`src/rtl/simplebus_arbiter.sv`:
```
`default_nettype none
// ============================================================================
// Module : simplebus_arbiter
// Brief  : Round-robin arbiter sharing one Simplebus slave between N masters.
// Rev    : 1.0 - initial release
// ============================================================================
module simplebus_arbiter #(
  parameter int N_MASTERS    = 2,
  parameter int READ_TIMEOUT = 255
) (
  input  logic                    clock,
  input  logic                    reset,
  input  logic [32*N_MASTERS-1:0] m_sb_address,
  input  logic [N_MASTERS-1:0]    m_sb_read_strobe,
  input  logic [N_MASTERS-1:0]    m_sb_write_strobe,
  input  logic [32*N_MASTERS-1:0] m_sb_write_data,
  output logic [32*N_MASTERS-1:0] m_sb_read_data,
  output logic [N_MASTERS-1:0]    m_sb_read_valid,
  output logic [N_MASTERS-1:0]    m_sb_ready,
  output logic [31:0]             s_sb_address,
  output logic                    s_sb_read_strobe,
  output logic                    s_sb_write_strobe,
  output logic [31:0]             s_sb_write_data,
  input  logic [31:0]             s_sb_read_data,
  input  logic                    s_sb_read_valid,
  input  logic                    s_sb_ready,
  output logic                    read_timeout
);

  localparam int c_IDX_W = $clog2(N_MASTERS);
  localparam int c_CNT_W = $clog2(READ_TIMEOUT + 1);
  localparam logic [c_CNT_W-1:0] c_CNT_LAST = c_CNT_W'(READ_TIMEOUT - 1);
  localparam logic [c_IDX_W-1:0] c_IDX_LAST = c_IDX_W'(N_MASTERS - 1);

  localparam logic [1:0] c_IDLE   = 2'd0;
  localparam logic [1:0] c_W_WAIT = 2'd1;
  localparam logic [1:0] c_R_WAIT = 2'd2;

  logic [1:0]              r_state;
  logic [c_IDX_W-1:0]      r_last_grant;
  logic [c_CNT_W-1:0]      r_cnt;
  logic                    r_first;
  logic                    r_live;
  logic [N_MASTERS-1:0]    r_pending;
  logic [31:0]             r_buf_addr  [N_MASTERS];
  logic [31:0]             r_buf_data  [N_MASTERS];
  logic                    r_buf_write [N_MASTERS];
  logic [32*N_MASTERS-1:0] r_rdata;
  logic [N_MASTERS-1:0]    r_rvalid;
  logic [31:0]             r_s_addr;
  logic [31:0]             r_s_wdata;
  logic                    r_s_rstb;
  logic                    r_s_wstb;
  logic                    r_timeout;

  logic [N_MASTERS-1:0]    w_capture;
  logic [N_MASTERS-1:0]    w_done_mask;
  logic                    w_found;
  logic                    w_done;
  logic                    w_timeout_hit;
  logic [c_IDX_W-1:0]      w_winner;
  logic [c_IDX_W-1:0]      w_sel;

  // Ready stays low until the first cycle after reset releases.
  assign m_sb_ready = {N_MASTERS{r_live}} & ~r_pending;
  assign w_capture  = m_sb_ready & (m_sb_write_strobe | m_sb_read_strobe);

  // First pending master after the last grant, wrapping around.
  always_comb begin
    w_found  = 1'b0;
    w_winner = r_last_grant;
    w_sel    = '0;
    for (int k = 1; k <= N_MASTERS; k++) begin
      w_sel = c_IDX_W'((int'(r_last_grant) + k) % N_MASTERS);
      if (!w_found && r_pending[w_sel]) begin
        w_found  = 1'b1;
        w_winner = w_sel;
      end
    end
  end

  always_comb begin
    w_done        = 1'b0;
    w_timeout_hit = 1'b0;
    w_done_mask   = '0;
    case (r_state)
      c_W_WAIT: w_done = !r_first && s_sb_ready;
      c_R_WAIT: begin
        w_timeout_hit = !s_sb_read_valid && (r_cnt == c_CNT_LAST);
        w_done        = s_sb_read_valid || w_timeout_hit;
      end
      default: ;
    endcase
    if (w_done) w_done_mask[r_last_grant] = 1'b1;
  end

  always_ff @(posedge clock) begin
    if (reset) begin
      for (int i = 0; i < N_MASTERS; i++) begin
        r_buf_addr[i]  <= '0;
        r_buf_data[i]  <= '0;
        r_buf_write[i] <= 1'b0;
      end
    end else begin
      for (int i = 0; i < N_MASTERS; i++) begin
        if (w_capture[i]) begin
          r_buf_addr[i]  <= m_sb_address[32*i +: 32];
          r_buf_data[i]  <= m_sb_write_data[32*i +: 32];
          r_buf_write[i] <= m_sb_write_strobe[i];
        end
      end
    end
  end

  // A completion and a new capture never hit the same master on one edge.
  always_ff @(posedge clock) begin
    if (reset) begin
      r_live    <= 1'b0;
      r_pending <= '0;
    end else begin
      r_live    <= 1'b1;
      r_pending <= (r_pending & ~w_done_mask) | w_capture;
    end
  end

  always_ff @(posedge clock) begin
    if (reset) begin
      r_state      <= c_IDLE;
      r_last_grant <= c_IDX_LAST;
      r_cnt        <= '0;
      r_first      <= 1'b0;
      r_rdata      <= '0;
      r_rvalid     <= '0;
      r_s_addr     <= '0;
      r_s_wdata    <= '0;
      r_s_rstb     <= 1'b0;
      r_s_wstb     <= 1'b0;
      r_timeout    <= 1'b0;
    end else begin
      r_s_rstb  <= 1'b0;
      r_s_wstb  <= 1'b0;
      r_rvalid  <= '0;
      r_timeout <= 1'b0;
      case (r_state)
        c_IDLE: begin
          if (w_found && s_sb_ready) begin
            r_s_addr     <= r_buf_addr[w_winner];
            r_s_wdata    <= r_buf_data[w_winner];
            r_last_grant <= w_winner;
            r_cnt        <= '0;
            r_first      <= 1'b1;
            if (r_buf_write[w_winner]) begin
              r_s_wstb <= 1'b1;
              r_state  <= c_W_WAIT;
            end else begin
              r_s_rstb <= 1'b1;
              r_state  <= c_R_WAIT;
            end
          end
        end
        c_W_WAIT: begin
          r_first <= 1'b0;
          if (w_done) r_state <= c_IDLE;
        end
        c_R_WAIT: begin
          if (w_done) begin
            r_rdata[32*r_last_grant +: 32] <= w_timeout_hit ? 32'd0 : s_sb_read_data;
            r_rvalid[r_last_grant]         <= 1'b1;
            r_timeout                      <= w_timeout_hit;
            r_state                        <= c_IDLE;
          end else begin
            r_cnt <= r_cnt + 1'b1;
          end
        end
        default: r_state <= c_IDLE;
      endcase
    end
  end

  assign m_sb_read_data    = r_rdata;
  assign m_sb_read_valid   = r_rvalid;
  assign s_sb_address      = r_s_addr;
  assign s_sb_write_data   = r_s_wdata;
  assign s_sb_read_strobe  = r_s_rstb;
  assign s_sb_write_strobe = r_s_wstb;
  assign read_timeout      = r_timeout;

endmodule
`default_nettype wire

```
`config.mk`:
```
export PLATFORM = sky130hd
export DESIGN_NAME = simplebus_arbiter
export DESIGN_NICKNAME = d
export VERILOG_FILES = /design/src/rtl/simplebus_arbiter.sv
export SDC_FILE = /design/constraint.sdc
export NUM_CORES = 1
export LEC_CHECK = 0
export BUFFER_PORTS_ARGS = -buffer_cell sky130_fd_sc_hd__buf_2
export CELL_PAD_IN_SITES_DETAIL_PLACEMENT = 1
export CELL_PAD_IN_SITES_GLOBAL_PLACEMENT = 2
export CORE_MARGIN = 1.5
export CORE_UTILIZATION = 34
export CTS_CLUSTER_SIZE = 28
export DETAILED_ROUTE_END_ITERATION = 10
export PLACE_DENSITY_LB_ADDON = 0.1
export SLEW_MARGIN = 10
export SYNTH_ARGS = -nofsm -noshare
export SYNTH_HDL_FRONTEND = slang
export SYNTH_SLANG_ARGS = --single-unit
```
`constraint.sdc`:
```
create_clock -name clock -period 4.47 [get_ports clock]
set_clock_uncertainty 0.2 [all_clocks]
set_input_delay 1.1175 -clock clock [delete_from_list [all_inputs] [get_ports clock]]
set_output_delay 1.1175 -clock clock [all_outputs]
set_load 0.1 [all_outputs]
```
# [After elaboration in Yosys (flattened, before gate mapping)]
# Memories as Yosys holds them, arrays and structs flattened. A register that Yosys moved wholly into a read port is not among the register bits.
# Index checks and enable logic that the tools add are counted.
[totals] out_inout_bits=135 input_bits=168 mem_count=3 ramBits=130 regBits=84 word_cells=109
[classes] n_mux=41 n_shift=2 n_reduce_logical=21 eq_ne=6 n_lt_le_gt_ge=4 addsub=4 bitwise=17
[mem_list] name="r_buf_addr" depth=2 word_bits=32 read_ports=1 rd_clocked_by_memory_dff=1 wr=2 line="45" rtl="logic [31:0] r_buf_addr [N_MASTERS];"
[mem_list] name="r_buf_data" depth=2 word_bits=32 read_ports=1 rd_clocked_by_memory_dff=1 wr=2 line="46" rtl="logic [31:0] r_buf_data [N_MASTERS];"
[mem_list] name="r_buf_write" depth=2 word_bits=1 read_ports=1 rd_clocked_by_memory_dff=0 wr=2 line="47" rtl="logic r_buf_write [N_MASTERS];"
[ops] operator="$mux W32" n=5
[ops] operator="$bwmux W64" n=1
[ops] operator="$shift A32 B34 Y64 const A" n=1
[ops] operator="$shiftx A32 B34 Y64" n=1
[ops] operator="$neg A6 Y34" n=1
[ops] operator="$mux W1" n=24
[ops] operator="$mux W8" n=2
[ops] operator="$pmux W8 S2" n=1
[ops] operator="$add A8 B1 Y8 const B" n=1
[ops] operator="$eq A8 B8 Y1 const B" n=1
[ops] operator="$mux W2" n=4
[ops] operator="$reduce_and A2 Y1" n=4
[ops] operator="$and A2 B2 Y2" n=3
[ops] operator="$lt A1 B2 Y1 const B" n=3
[ops] operator="$or A1 B1 Y1" n=6
[ops] operator="$reduce_or A3 Y1" n=2
[ops] operator="$logic_and A1 B1 Y1" n=5
[ops] operator="$ne A2 B2 Y1 const B" n=2
[ops] operator="$not A1 Y1" n=4
[ops] operator="$not A2 Y2" n=2
[ops] operator="$or A2 B2 Y2" n=2
[ops] operator="$pmux W1 S2" n=2
[ops] operator="$pmux W2 S2" n=1
[ops] operator="$reduce_bool A2 Y1" n=2
[ops] operator="other kinds (11)" n=15

# [Longest topological paths before layout]
# Gate-level depths: netlist of run 1.
# An unclocked memory read counts as a cell.
[logic_depth] word_depth=11 mapped_depth=8 mapped_depth_nobuf=7

# [Least setup slack after synthesis of run 1]
# No wires, ideal clock.
[synth_timing] path_type="flip-flop to flip-flop" start="register r_pending[0]" end="memory r_buf_addr[0][0], enable pin" n_path_buf=0 t_required_ns=3.845 slack_ns=0.229 stages_incl_launch_ff=4 t_arrival_ns=3.616 setup_time_ns=0.425 period_less_slack_ns=4.241 path_cell_list="dfxtp_1 > nor2b_1 > o21ai_0 > nand2_1"
[synth_lines] element="from (decl)" line="44" rtl="logic [N_MASTERS-1:0] r_pending;"
[synth_lines] element="from (signal assigned)" line="122" rtl="r_pending <= (r_pending & ~w_done_mask) | w_capture;"
[synth_lines] element="to (decl)" line="45"

# [Final worst setup path of run 1]
[layout_timing] start="register r_pending[0]" end="output port m_sb_ready[0]"
[layout_via] elab_chain_len=2
[layout_lines] element="$not A2 Y2" line="65" rtl="assign m_sb_ready = {N_MASTERS{r_live}} & ~r_pending;"
[layout_lines] element="$and A2 B2 Y2" line="65"
[layout_lines] element="to (decl)" line="19" rtl="output logic [N_MASTERS-1:0] m_sb_ready,"
# Every way passes these cells.

==> key figures, run 1 <==
Global routing
  • Met3 Usage GRT: 0.0530
  • Number of global-route vias before repair: 7905
  • Grt met1 use: 0.210
  • GRT Util Overall: 0.171
  • First-pass GRT wire length: 45.2 mm
  • Gr ovfl total: 0
  • Top Usage Layer GRT: met2
  • Initial antenna violation count: 15
  • Largest net degree at the start of global routing: 129
  • Met2 GRT Util: 0.290

Synthesis
  • Most instantiated library cell after synthesis: dfxtp_1
  • Predominant post-synthesis flop cell: dfxtp_1
  • Register area share after synthesis: 0.621
  • Netlist cell types: 40
  • Syn nets: 1071
  • Asr flop ratio synth: 0
  • Largest cells by area after synthesis: edfxtp_1 35%, dfxtp_1 27%, and2_1 7.4%
  • Synth top area share: 0.353
  • Synth Warn #: 0
  • FF+latch count, synth: 278
  • Syn Area/Cell: 12.3 sq um
  • Number of synthesized flops with an enable pin: 130
  • Mapped Area: 11100 sq um
  • Commonest cells post-synth: 148 x dfxtp_1, 131 x and2_1, 130 x edfxtp_1
  • Post-Syn Instances: 898
  • Area leader, netlist: edfxtp_1

STA
  • Worst Tran Pin Value: 1.07 ns
  • Relative slew margins: 0.288
  • Worst Slack Setup Final: 1.63 ns
  • Final Cycle Share: 0.636
  • Setup violators final: 0
  • Pins Over Slew Limit: 0
  • Fin crit period: 2.84 ns
  • Highest Clock Rate: 352 MHz
  • Fin. Hold Viols: 0
  • Worst Hold Slack: 0.297 ns
  • Setup_tns: 0 ns
  • RSZ-0062 raised after global routing: false

Die
  • Core ar.: 31800 sq um
  • Die width: 183 um
  • I/O pins: 303
  • Die area: 33600 sq um
  • Die boundary height: 183 um
  • Initial Util: 0.348
  • Num rows: 65

Setup path
  • CP Data Required Time: 3.15 ns
  • Worst-path fanout max: 5
  • Critical path type: flop to output pin
  • Arrival time of the worst setup path: 1.53 ns
  • CP max stage cell: buf_2
  • CP startpoint kind: flop
  • Cell family with most CP delay: buffers and inverters
  • Crit end category: output pin
  • Worst path cell trace: nor2b_1 > buf_2
  • Max stage delay on crit path: 0.45 ns
  • Buf/Inv on CP: 1

Run status
  • Run status: finished, final reports clean

Finish
  • Final non-filler cell total: 1640
  • NumNets Final: 1348
  • Final Instance Area: 14000 sq um
  • Layout cell share with drive strength beyond 1: 0.318
  • Area growth from synthesis to final layout: 26.1%

Drt
  • DR WL/cell: 17.8 um
  • Post-DRT Antenna Nets: 0
  • DR iter-0 viols: 386
  • WL final: 29.2 mm
  • Drt pass-1 iters: 4
  • Drc violations: 0
  • Vias after detailed routing: 7893
  • Vias per cell: 4.81

Run
  • MaxCap Viol Count: 0

Power
  • PwrDens: 463 nW/um^2
  • IR drop worst, VDD: 340 uV
  • Leak pwr: 5.76 nW

Clock network
  • Clock slew at reported path FFs: 0.06 ns
  • Clock latency on the worst-skew pair: 0.56 ns
  • Root buffer cell: clkbuf_16
  • Setup bufs post-CTS: 0
  • Cts hold-fix bufs: 0
  • CTS sink count: 278
  • CTS H-tree depth: 1
  • CTS tree: done
  • Maximum root-to-sink buffer count: 3
  • Num CTS Buffers: 31
  • PostCTS Resize Cnt: 0

Placement
  • HPWL after detailed placement: 19.3 mm
  • GP Congestion: 0.700
  • Area of placed instances: 13000 sq um
  • Buffers on Ports: 302
  • Placed cells: 1577
  • Worst slack at placement: 1.07 ns

Worst hold path
  • Min-delay worst type: flop to flop
layer usage:
layer | vias to the layer above | part of all wire
li1 | 3844 | -
met1 | 3763 | 0.42
met2 | 210 | 0.48
met3 | 58 | 0.070
met4 | 18 | 0.024
met5 | - | 0.0039
registers in the layout, summed over array words and instances, names as in the netlist:
register           count
read_timeout           1
r_first                1
r_live                 1
r_pending              2
m_sb_read_data        64
r_last_grant           1
r_buf_write            2
s_sb_address          32
r_state                2
r_buf_data            64
s_sb_read_strobe       1
r_cnt                  8
s_sb_write_data       32
r_buf_addr            64
m_sb_read_valid        2
s_sb_write_strobe      1
per-stage QoR:
| step | utilization | total power, mW |
|---|---|---|
| final | 0.439 | 6.46 |
| after global placement | 0.408 | 4.10 |
| after detailed placement | 0.408 | 4.12 |
| after global routing | 0.438 | 6.74 |
| after floorplan | - | 3.82 |
| after CTS | 0.438 | 6.57 |
cells by family (layout without fill, tap and decap cells):
family,Yosys count,count (layout),share of synthesized area
mux,66,66,0.0598
simple gates,300,300,0.160
fa+ha+maj,5,5,0.00565
buf+inv,81,383,0.0353
flops,278,278,0.621
compound gates,168,168,0.119
other cells,0,5,0
cells in the final DEF (no fill, tap or decap), drive strengths merged:
| cell | synthesis | routed |
|---|---|---|
| nand4 | 2 | 2 |
| and3 | 1 | 1 |
| diode | 0 | 5 |
| nand3 | 5 | 5 |
| nand2 | 9 | 9 |
| a21oi | 13 | 13 |
| a41oi | 1 | 1 |
| nor2b | 2 | 2 |
| buf | 21 | 315 |
| edfxtp | 130 | 130 |
| o31ai | 3 | 3 |
| nor3b | 64 | 64 |
| o211ai | 2 | 2 |
| ha | 5 | 5 |
| a31o | 64 | 64 |
| mux2 | 1 | 1 |
| and2 | 131 | 131 |
| a22oi | 2 | 2 |
| nor3 | 5 | 5 |
| nor4 | 1 | 1 |
| nor2 | 71 | 71 |
| a211oi | 66 | 66 |
| o32ai | 1 | 1 |
| o21ai | 12 | 12 |
| and4 | 2 | 2 |
| a31oi | 1 | 1 |
| or3 | 4 | 4 |
| a32oi | 1 | 1 |
| clkinv | 0 | 8 |
| or4 | 3 | 3 |
| clkbuf | 50 | 49 |
| a21o | 1 | 1 |
| dfxtp | 148 | 148 |
| mux2i | 65 | 65 |
| inv | 10 | 11 |
| a32o | 1 | 1 |
tightest hold or removal path, stage by stage (launching register included):
cell	delay, ns
dfxtp_1	0.30
nor2_1	0.10
a211oi_1	0.05
area by class of cell:
class	instances	area (sq um)
tap	435	544
timing repair buffer	315	1660
multi-input combinational	539	3860
clock inverter	9	47.5
fill	3467	17800
sequential	278	6870
clock buffer	49	923
antenna	5	12.5
inverter	10	37.5
where the power goes:
part / internal (mW) / total, mW / switching, mW
Sequential: 2.86 / 2.93 / 0.0687
Clock: 1.41 / 2.42 / 1.02
Combinational: 0.277 / 1.11 / 0.836
final timing paths:
| path | startpoint | end | slack [ns] | cells after the start |
|---|---|---|---|---|
| setup / recovery | r_pending[0] | m_sb_ready[0] | 1.63 | 2 |
| hold / removal | s_sb_write_data[12] | s_sb_write_data[12] | 0.30 | 2 |
| setup reg to reg | r_state[0] | r_cnt[3] | 1.80 | 6 |
| hold reg to reg | s_sb_write_data[12] | s_sb_write_data[12] | 0.30 | 2 |
Note: power is estimated with default switching activity, not from simulation.
==> run 2: changes to the inputs <==
ABC_AREA = 1   (was not set)
CORE_UTILIZATION = 27   (was 34)
clock period = 2.3 ns   (was 4.47 ns; I/O delays follow)
==> key figures, run 2 <==
Die
  • Num rows: 76 (+17%)
  • I/O pins: 303 (unchanged)
  • Die boundary height: 213 um (+16%)
  • Die width: 213 um (+16%)
  • Core ar.: 43300 sq um (+36%)
  • Die area: 45300 sq um (+35%)
  • Initial Util: 0.275 (-0.0731)

Synthesis
  • Main combinational cell family by area after synthesis: simple AND/OR/NAND/NOR gates
  • Synth Warn #: 0 (unchanged)
  • Mapped Area: 11900 sq um (+7.5%)
  • Register area share after synthesis: 0.577 (-0.0432)
  • Area leader, netlist: edfxtp_1
  • Asr flop ratio synth: 0 (unchanged)
  • Synth Area in Compound Gates: 0.0523 (-0.0667)
  • Post-Synth Simple-Gate Area: 0.228 (+0.0683)
  • Syn Area/Cell: 8.17 sq um (-34%)
  • Largest cells by area after synthesis: edfxtp_1 33%, dfxtp_1 25%, inv_1 10%
  • Syn nets: 1629 (+52%)
  • Commonest cells post-synth: 324 x inv_1, 319 x nand2_1, 270 x nor2_1
  • Post-synthesis mux area share: 0 (-0.0598)
  • Post-synthesis adder-cell area fraction: 0.00526 (-0.000394)
  • Predominant post-synthesis flop cell: dfxtp_1
  • Netlist cell types: 28 (-30%)
  • FF+latch count, synth: 278 (unchanged)
  • Post-Syn Instances: 1456 (+62%)
  • Xor/xnor share of the synthesized area: 0.000737 (+0.000737)
  • Synth top area share: 0.328 (-0.0246)
  • Most instantiated library cell after synthesis: inv_1
  • Number of synthesized flops with an enable pin: 130 (unchanged)

Setup path
  • Crit path launch: r_live
  • R2r worst-path depth: 7 (+1)
  • R2R setup slack: 0.20 ns (-1.60 ns)
  • Critical path type: flop to output pin
  • Cell family with most CP delay: buffers and inverters
  • Worst-path fanout max: 2 (-3)
  • Worst Setup EP: m_sb_ready[1]
  • Arrival time of the worst setup path: 1.46 ns (-0.07 ns)
  • Max stage delay on crit path: 0.43 ns (-0.02 ns)
  • FF-to-FF Start: r_last_grant
  • Worst path cell trace: inv_1 > nor2_4 > buf_2
  • Buf/Inv on CP: 2 (+1)
  • CP max stage cell: buf_2
  • Crit end category: output pin
  • CP Data Required Time: 1.52 ns (-1.63 ns)
  • CP startpoint kind: flop
  • Cell count along the critical path: 3 (+1)
  • FF-to-FF End: s_sb_write_data[31]

STA
  • Highest Clock Rate: 448 MHz
  • Relative slew margins: 0.481 (+0.192)
  • Worst Hold Slack: 0.122 ns (-0.175 ns)
  • Setup_tns: 0 ns (unchanged)
  • Pins Over Slew Limit: 0 (unchanged)
  • Final Cycle Share: 0.971
  • Setup violators final: 0 (unchanged)
  • Worst Slack Setup Final: 0.0678 ns (-1.56 ns)
  • Fin. Hold Viols: 0 (unchanged)
  • Worst Tran Pin Value: 0.776 ns (-0.292 ns)
  • Fin crit period: 2.23 ns
  • RSZ-0062 raised after global routing: false

Clock network
  • Setup bufs post-CTS: 0 (unchanged)
  • CTS H-tree depth: 2 (+1)
  • Cts hold-fix bufs: 0 (unchanged)
  • Root buffer cell: clkbuf_16
  • CTS tree: done
  • Num CTS Buffers: 36 (+16%)
  • Clock latency on the worst-skew pair: 0.53 ns (-0.03 ns)
  • Clock slew at reported path FFs: 0.05 ns (about the same)
  • CTS sink count: 278 (unchanged)
  • Maximum root-to-sink buffer count: 3 (unchanged)
  • PostCTS Resize Cnt: 0 (unchanged)

Placement
  • Buffers on Ports: 302 (unchanged)
  • HPWL after detailed placement: 25.5 mm (+32%)
  • Worst slack at placement: 0.119 ns (-0.951 ns)
  • Area of placed instances: 14300 sq um (+10%)
  • GP Congestion: 0.739 (+5.6%)
  • Placed cells: 2302 (+46%)

Power
  • Combinational Power Share: 0.179 (+0.007)
  • Switching Share: 0.312 (+0.0147)
  • Leak pwr: 8.18 nW (+42%)
  • Register share of total power: 0.428 (-0.025)
  • Clk network pwr share: 0.394 (+0.019)
  • Internal cell power: 9.24 mW (+100%)
  • IR drop worst, VDD: 365 uV (+7.4%)
  • Design Power: 13.4 mW (+110%)
  • Sw Pwr: 4.19 mW (+120%)
  • PwrDens: 872 nW/um^2 (+88%)

Finish
  • Final non-filler cell total: 2369 (+44%)
  • Final Instance Area: 15400 sq um (+10%)
  • NumNets Final: 1928 (+43%)
  • Layout cell share with drive strength beyond 1: 0.227 (-0.0908)
  • Leading cell type in the layout, fill and taps excluded: inv_1
  • Area growth from synthesis to final layout: 29.5%
  • Commonest cells after routing, fill and taps aside: 322 x inv_1, 316 x nand2_1, 302 x buf_2
  • Final core occ: 0.356 (-0.0829)

Global routing
  • Gr ovfl total: 0 (unchanged)
  • First-pass GRT wire length: 56.7 mm (+26%)
  • Initial antenna violation count: 6 (-9)
  • GRT Util Overall: 0.164 (-0.00737)
  • Number of global-route vias before repair: 10200 (+29%)
  • Largest net degree at the start of global routing: 54 (-58%)

Drt
  • Drc violations: 0 (unchanged)
  • DR iter-0 viols: 426 (+10%)
  • Drt pass-1 iters: 4 (unchanged)
  • DR WL/cell: 15.5 um (-13%)
  • WL met1: 16.5 mm (+34%)
  • Met2 WL: 17.5 mm (+25%)
  • Post-DRT Antenna Nets: 0 (unchanged)
  • WL final: 36.8 mm (+26%)
  • Highest routed layer: met5
  • Met3 WL: 2.03 mm (-0.78%)
  • Vias per cell: 4.16 (-14%)
  • Vias after detailed routing: 9862 (+25%)

Run
  • MaxCap Viol Count: 0 (unchanged)

Run status
  • Run status: finished, final reports clean

Worst hold path
  • Min-delay worst type: primary input to flop
-- run 2: layout make-up --
cell class / instances / area (sq um)
tap: 585 / 732
sequential: 278 / 6870
timing repair buffer: 337 / 2000
fill: 5246 / 27900
inverter: 324 / 1220
multi-input combinational: 778 / 3470
antenna: 2 / 5.00
clock inverter: 12 / 75.1
clock buffer: 53 / 1020
-- run 2: metal layers --
layer | GRT usage | vias to the layer above
li1 | - | 5010
met1 | 0.203 | 4578
met2 | 0.278 | 213
met3 | 0.0416 | 53
met4 | 0.0504 | 8
met5 | 0 | -
-- run 2: power by group through the flow --
stage	Clock, mW	Sequential [mW]	Combinational [mW]
after global placement	0	5.85	2.43
after detailed placement	0	5.85	2.45
after floorplan	0	6.68	0.829
after global routing	5.70	5.78	2.60
final	5.29	5.74	2.40
after CTS	5.50	5.75	2.45
-- run 2: how the worst min path moves through the flow --
| stage | to | startpoint | cells past startpoint |
|---|---|---|---|
| 5_1_grt | r_live | reset | 2 |
| 6_report | r_live | reset | 2 |
| 2_1_floorplan | r_first | r_first | 2 |
| 3_5_place_dp | r_first | r_first | 2 |
| 4_1_cts | r_live | reset | 2 |
| 3_3_place_gp | r_first | r_first | 2 |
-- run 2: logic make-up (layout without fill, tap and decap cells) --
group	after synthesis	in the layout
adders and majority gates	5	5
buffers and inverters	400	726
and+or+nand+nor	681	681
other	0	2
xor gates and xnor gates	1	1
AOI/OAI and AO/OA	91	91
DFF	278	278
